$ cat src/rtl/issue_queue_wakeup.sv
// Collapsing, age-ordered issue queue for one ALU. It tracks a ready bit per operand
// and wakes operands from CDB tag broadcasts. Slot 0 always holds the oldest entry.
// Optional flush port: define IQ_FLUSH_EN.
module issue_queue_wakeup #(
    parameter int unsigned NUM_ENTRIES = 4,
    parameter int unsigned FUNC_WIDTH  = 4,
    parameter int unsigned TAG_WIDTH   = 5,
    parameter int unsigned CNT_WIDTH   = $clog2(NUM_ENTRIES) + 1
) (
    input  logic                  clk,
    input  logic                  reset,
`ifdef IQ_FLUSH_EN
    input  logic                  flush,
`endif
    input  logic                  load,
    input  logic [FUNC_WIDTH-1:0] insn,
    input  logic [TAG_WIDTH-1:0]  inp1,
    input  logic [TAG_WIDTH-1:0]  inp2,
    input  logic                  inp1_rdy,
    input  logic                  inp2_rdy,
    input  logic [TAG_WIDTH-1:0]  dst,
    input  logic                  cdb_valid,
    input  logic [TAG_WIDTH-1:0]  cdb_tag,
    input  logic                  issue,
    output logic                  issue_ready,
    output logic                  is_full,
    output logic [CNT_WIDTH-1:0]  count,
    output logic [FUNC_WIDTH-1:0] insn_out,
    output logic [TAG_WIDTH-1:0]  inp1_out,
    output logic [TAG_WIDTH-1:0]  inp2_out,
    output logic [TAG_WIDTH-1:0]  dst_out
);

    localparam int unsigned IDX_W = $clog2(NUM_ENTRIES);

    logic [NUM_ENTRIES-1:0] valid_q, rdy1_q, rdy2_q;
    logic [FUNC_WIDTH-1:0]  insn_q [NUM_ENTRIES];
    logic [TAG_WIDTH-1:0]   inp1_q [NUM_ENTRIES];
    logic [TAG_WIDTH-1:0]   inp2_q [NUM_ENTRIES];
    logic [TAG_WIDTH-1:0]   dst_q  [NUM_ENTRIES];
    logic [CNT_WIDTH-1:0]   count_q;

    logic [NUM_ENTRIES-1:0] valid_d, rdy1_d, rdy2_d, wake1, wake2;
    logic [FUNC_WIDTH-1:0]  insn_d [NUM_ENTRIES];
    logic [TAG_WIDTH-1:0]   inp1_d [NUM_ENTRIES];
    logic [TAG_WIDTH-1:0]   inp2_d [NUM_ENTRIES];
    logic [TAG_WIDTH-1:0]   dst_d  [NUM_ENTRIES];
    logic [CNT_WIDTH-1:0]   count_d, ld_idx;
    logic [IDX_W-1:0]       sel_idx, src;
    logic                   sel_found, issue_acc, load_acc, ld_rdy1, ld_rdy2;

    // Oldest valid entry with both operands ready
    always_comb begin
        sel_found = 1'b0;
        sel_idx   = '0;
        for (int i = NUM_ENTRIES - 1; i >= 0; i--) begin
            if (valid_q[i] && rdy1_q[i] && rdy2_q[i]) begin
                sel_found = 1'b1;
                sel_idx   = IDX_W'(i);
            end
        end
    end

    assign issue_ready = sel_found;
    assign is_full     = (count_q == CNT_WIDTH'(NUM_ENTRIES));
    assign count       = count_q;
    assign insn_out    = sel_found ? insn_q[sel_idx] : '0;
    assign inp1_out    = sel_found ? inp1_q[sel_idx] : '0;
    assign inp2_out    = sel_found ? inp2_q[sel_idx] : '0;
    assign dst_out     = sel_found ? dst_q[sel_idx]  : '0;

    assign issue_acc = issue && sel_found;
    assign load_acc  = load && !is_full;
    assign ld_idx    = count_q - CNT_WIDTH'(issue_acc);
    assign ld_rdy1   = inp1_rdy || (inp1 == '0) || (cdb_valid && (cdb_tag == inp1));
    assign ld_rdy2   = inp2_rdy || (inp2 == '0) || (cdb_valid && (cdb_tag == inp2));
    assign count_d   = count_q + CNT_WIDTH'(load_acc) - CNT_WIDTH'(issue_acc);

    // Ready bits after this cycle's CDB broadcast
    always_comb begin
        wake1 = rdy1_q;
        wake2 = rdy2_q;
        for (int i = 0; i < NUM_ENTRIES; i++) begin
            if (cdb_valid && (inp1_q[i] == cdb_tag)) wake1[i] = 1'b1;
            if (cdb_valid && (inp2_q[i] == cdb_tag)) wake2[i] = 1'b1;
        end
    end

    // Collapse over the issued slot, then append the dispatched entry at the tail
    always_comb begin
        valid_d = valid_q;
        rdy1_d  = wake1;
        rdy2_d  = wake2;
        insn_d  = insn_q;
        inp1_d  = inp1_q;
        inp2_d  = inp2_q;
        dst_d   = dst_q;
        src     = '0;
        for (int i = 0; i < NUM_ENTRIES; i++) begin
            if (issue_acc && (IDX_W'(i) >= sel_idx)) begin
                if (i < int'(NUM_ENTRIES) - 1) begin
                    src        = IDX_W'(i + 1);
                    valid_d[i] = valid_q[src];
                    rdy1_d[i]  = wake1[src];
                    rdy2_d[i]  = wake2[src];
                    insn_d[i]  = insn_q[src];
                    inp1_d[i]  = inp1_q[src];
                    inp2_d[i]  = inp2_q[src];
                    dst_d[i]   = dst_q[src];
                end else begin
                    valid_d[i] = 1'b0;
                    rdy1_d[i]  = 1'b0;
                    rdy2_d[i]  = 1'b0;
                end
            end
            if (load_acc && (CNT_WIDTH'(i) == ld_idx)) begin
                valid_d[i] = 1'b1;
                rdy1_d[i]  = ld_rdy1;
                rdy2_d[i]  = ld_rdy2;
                insn_d[i]  = insn;
                inp1_d[i]  = inp1;
                inp2_d[i]  = inp2;
                dst_d[i]   = dst;
            end
        end
    end

    // Queue state register; reset, then flush, take priority over normal updates
    always_ff @(posedge clk) begin
        if (!reset) begin
            valid_q <= '0;
            rdy1_q  <= '0;
            rdy2_q  <= '0;
            count_q <= '0;
            for (int i = 0; i < NUM_ENTRIES; i++) begin
                insn_q[i] <= '0;
                inp1_q[i] <= '0;
                inp2_q[i] <= '0;
                dst_q[i]  <= '0;
            end
`ifdef IQ_FLUSH_EN
        end else if (flush) begin
            valid_q <= '0;
            rdy1_q  <= '0;
            rdy2_q  <= '0;
            count_q <= '0;
`endif
        end else begin
            valid_q <= valid_d;
            rdy1_q  <= rdy1_d;
            rdy2_q  <= rdy2_d;
            count_q <= count_d;
            insn_q  <= insn_d;
            inp1_q  <= inp1_d;
            inp2_q  <= inp2_d;
            dst_q   <= dst_d;
        end
    end

endmodule

$ cat config.mk
export PLATFORM = sky130hd
export DESIGN_NAME = issue_queue_wakeup
export DESIGN_NICKNAME = d
export VERILOG_FILES = /design/src/rtl/issue_queue_wakeup.sv
export SDC_FILE = /design/constraint.sdc
export NUM_CORES = 1
export LEC_CHECK = 0
export ABC_AREA = 1
export CORE_ASPECT_RATIO = 0.5
export CORE_MARGIN = 8
export CORE_UTILIZATION = 65
export CTS_BUF_LIST = sky130_fd_sc_hd__clkbuf_8
export DETAILED_ROUTE_END_ITERATION = 16
export PLACE_DENSITY = 0.88
export SKIP_LAST_GASP = 1
export SLEW_MARGIN = 30
export SYNTH_ARGS = -nofsm -noshare
export SYNTH_HDL_FRONTEND = slang
export SYNTH_SLANG_ARGS = --single-unit
$ cat constraint.sdc
create_clock -name clk -period 5.3 [get_ports clk]
set_input_delay 0.795 -clock clk [delete_from_list [all_inputs] [get_ports clk]]
set_output_delay 0.795 -clock clk [all_outputs]
set_load 0.005 [all_outputs]
==> run summary <==
The max-slew violation count is 0. The flow ran to the end, and the final reports show no timing, DRC or antenna violations. In this run the core area contains 24 standard-cell rows. Ratio of total power to cell area: 299 nW/um2. For the worst clock skew, the log shows 0.0132 ns. Across the VDD grid, the largest voltage drop is 0.163 mV. Total negative slack: 0 ns. The logs give 0 for the initial antenna violation count and 2.92 nW for the leakage power of the design. The total congestion overflow after global routing was 0; the area fraction in and, or, nand and nor cells after synthesis was 0.477. The part of the cycle the worst path needs came out at 0.756. Entering global routing, the biggest net connects 68 pins. STA classifies the critical path endpoint as an output pin.

The proportion of netlist area held by the largest area contributor was 0.312; the DRC violation count after routing was 0. The wire length on met2 was 7.99 mm. Wires add up to 18.0 mm. The routed layout has 6642 vias.

The tools report the clock net sink count as 91. After synthesis, the most frequently instantiated cells are 414 x sky130_fd_sc_hd__nand2_1, 189 x sky130_fd_sc_hd__nor2_1, 91 x sky130_fd_sc_hd__dfxtp_1. By startpoint and endpoint, the worst setup path is classified as reg2out.

The timing-limited maximum frequency came out at 0.250 GHz. The final critical delay including setup and external delays is 4.01 ns, and the count of H-tree levels built during CTS is 3. Setup repair after global routing left no endpoint under its margin. Sorting the synthesized cells by area gives the leading types as sky130_fd_sc_hd__dfxtp_1 31%, sky130_fd_sc_hd__nand2_1 27%, sky130_fd_sc_hd__nor2_1 12%. The tools report the worst slew margin relative to its limit as 0.373. From bottom edge to top edge, the die measures 83.0 um. The count of input and output buffers was 54; the global-route usage over all layers was 0.286. The most used flip-flop cell after synthesis is sky130_fd_sc_hd__dfxtp_1. The clock latency reported for the late side of the worst-skew pair is 0.39 ns. The wire length on met1 was 7.43 mm.

Main combinational cell family by area after synthesis: simple AND/OR/NAND/NOR gates. After detailed routing, the average wire length per cell comes to 15.4 um. Number of cells after detailed placement: 1155. The detailed router used layers up to and including met4. The synthesized design contains 0 enable-type register cells. The first global-routing pass estimated 29.3 mm of wire. Wire segments on met3 add up to 2.38 mm in the final route.

Setup violations remaining at the end of the flow were counted as 0. The fill cell instance count of the final layout came out at 762. The total area inside the core boundary comes to 8710 um2.

The die area came out at 12500 um2. After clock tree synthesis, the setup repair step added 0 buffers. The worst setup path is launched from a register. Largest area contributor in the netlist: sky130_fd_sc_hd__dfxtp_1.

The arithmetic-cell share of the synthesized area counting full adders, half adders and majority gates was 0.00986. Max-cap violations in this run came to 0. The wire-length estimate of the detail-placed layout is 11.5 mm. Yosys printed 0 warnings.

The number of instances in the synthesized netlist came out at 1036. For the post-layout instance count excluding filler cells, the log shows 1171. The top-level I/O count is 55. Summing every instance area after synthesis gives 5840 um2. The async set-or-reset flop fraction in the synthesized netlist is 0. The tools report the total count of hold-check failures in the final report as 0. From synthesis to final layout, the design area changed by 11.2%.

From left edge to right edge, the die measures 150 um. The most common cell in the synthesized netlist is sky130_fd_sc_hd__nand2_1. When the netlist entered floorplanning its net count stood at 1071. Averaged over all synthesized cells, the footprint is 5.64 um2.

Slew at the pin with the worst max-slew slack: 0.939 ns. TritonCTS built the clock tree. The worst min-delay path category is reg2reg.

The logs give 1084 for the total number of nets in the final design and 0.671 for the initial core utilization. The run gives 0 as the post-detailed-route count of antenna-violating nets. Iteration-0 DRC count of the detailed router: 945.

After synthesis the netlist holds a flip-flop and latch count of 91. The multiplexer area fraction after synthesis works out to 0. Dividing the detail-routed via count by the number of cells gives 5.67. The first detailed-routing pass ran for 5 iterations. The via count of the first global-routing pass came out at 5915. At the end of routability-driven placement, the weighted congestion stood at 0.940. The critical path required time is 4.51 ns, and the count of antenna diodes in the layout is 0.

Of all nets on the critical path, the largest fanout is 20. The number of different library cells in the post-synthesis netlist was 30. In this run the clock root is driven by a sky130_fd_sc_hd__clkbuf_8. The share of the yosys chip area belonging to registers came out at 0.312. Total CTS buffers: 9.

After clock tree synthesis, the repair step resized 0 gates. The logs give 0 for the hold buffer count at CTS and 3.21 ns for the critical path data arrival time. The share of the synthesized area in compound gates (AO/OA/AOI/OAI) is 0.0960, and the clock-pin slew on the worst setup and hold paths is 0.10 ns. Maximum root-to-sink buffer count: 2. The area share of xor/xnor cells in the synthesized design is 0.00150, and the fraction of final layout cells with drive strength greater than 1 is 0.0465.
-- state kept, by name, indices dropped and copies added, names as in the netlist --
name,cells
count,3
dst_q,20
inp1_q,20
inp2_q,20
insn_q,16
rdy1_q,4
rdy2_q,4
valid_q,4
-- metrics by stage --
stage / hold slack [ns] / setup slack (ns) / utilization / area (um2) / total power (W)
floorplan: 0.453 / 3.13 / - / 5840 / 0.00125
global placement: 0.463 / 1.82 / 0.719 / 6260 / 0.00137
detailed placement: 0.475 / 1.71 / 0.719 / 6260 / 0.00139
CTS: 0.492 / 1.39 / 0.745 / 6490 / 0.00192
global route: 0.513 / 1.22 / 0.746 / 6490 / 0.00205
finish: 0.489 / 1.29 / 0.746 / 6490 / 0.00194
-- final cells by class --
type / instances / area, um2 / share of cell area
clock buffers: 9 / 124 / 0.0191
clock inverters: 7 / 100 / 0.0154
inverters: 89 / 334 / 0.0515
multi-input cells: 803 / 3420 / 0.527
flip-flops and latches: 91 / 1820 / 0.281
well taps: 117 / 146 / 0.0225
repair buffers: 55 / 543 / 0.0836
-- where the power goes --
group          internal [W]  total, W  switching [W]
logic              0.000198  0.000535       0.000338
clock network      0.000270  0.000551       0.000281
registers          0.000778  0.000856      0.0000781
total               0.00125   0.00194       0.000697
-- cell usage in the layout, fill, tap and decap left out, types with 2 or more instances in the layout --
master / n
sky130_fd_sc_hd__nor2_4: 4
sky130_fd_sc_hd__o211ai_1: 2
sky130_fd_sc_hd__o21bai_1: 2
sky130_fd_sc_hd__inv_2: 8
sky130_fd_sc_hd__nor2_1: 189
sky130_fd_sc_hd__nor3_1: 2
sky130_fd_sc_hd__clkbuf_8: 9
sky130_fd_sc_hd__nand2_2: 12
sky130_fd_sc_hd__o21ai_0: 45
sky130_fd_sc_hd__clkdlybuf4s50_1: 53
sky130_fd_sc_hd__nor2_2: 2
sky130_fd_sc_hd__clkinvlp_4: 2
sky130_fd_sc_hd__a31oi_1: 21
sky130_fd_sc_hd__ha_1: 3
sky130_fd_sc_hd__dfxtp_1: 91
sky130_fd_sc_hd__a21oi_1: 27
sky130_fd_sc_hd__bufinv_16: 2
sky130_fd_sc_hd__o21ai_1: 5
sky130_fd_sc_hd__inv_1: 80
sky130_fd_sc_hd__nand2_1: 414
sky130_fd_sc_hd__nand3_2: 3
sky130_fd_sc_hd__nand3_1: 65
-- worst max-delay path: stages (launching register included) --
cell	delay [ns]
sky130_fd_sc_hd__dfxtp_1	0.38
sky130_fd_sc_hd__nand3_1	0.13
sky130_fd_sc_hd__nand2_2	0.15
sky130_fd_sc_hd__inv_2	0.07
sky130_fd_sc_hd__nand2_2	0.10
sky130_fd_sc_hd__inv_1	0.39
sky130_fd_sc_hd__nor2_4	0.66
sky130_fd_sc_hd__nand2_1	0.14
sky130_fd_sc_hd__a31oi_1	0.25
sky130_fd_sc_hd__clkdlybuf4s50_1	0.54
-- metal layers --
layer	track usage	vias up
met5	0	-
met4	0.0784	0
met3	0.0666	31
met2	0.447	378
met1	0.387	3020
li1	-	3213
-- logic make-up (layout without fill, tap and decap cells) --
family / Yosys count / in the layout
and+or+nand+nor: 694 / 694
buffers and inverters: 142 / 160
AOI/OAI and AO/OA: 104 / 104
DFF: 91 / 91
adders and majority gates: 4 / 4
xor gates and xnor gates: 1 / 1
-- path summary, 6_finish.rpt --
path / from / end / slack, ns / depth (start not counted)
max: valid_q[1]$_SDFFE_PN0P_ / inp2_out[2] / 1.29 / 9
min reg2reg: dst_q[3]$_SDFFE_PN0P_ / dst_q[3]$_SDFFE_PN0P_ / 0.49 / 2
max reg2reg: valid_q[1]$_SDFFE_PN0P_ / inp2_q[16]$_SDFFE_PN0P_ / 2.19 / 14
min: dst_q[3]$_SDFFE_PN0P_ / dst_q[3]$_SDFFE_PN0P_ / 0.49 / 2
Note: power is estimated with default switching activity, not from simulation.
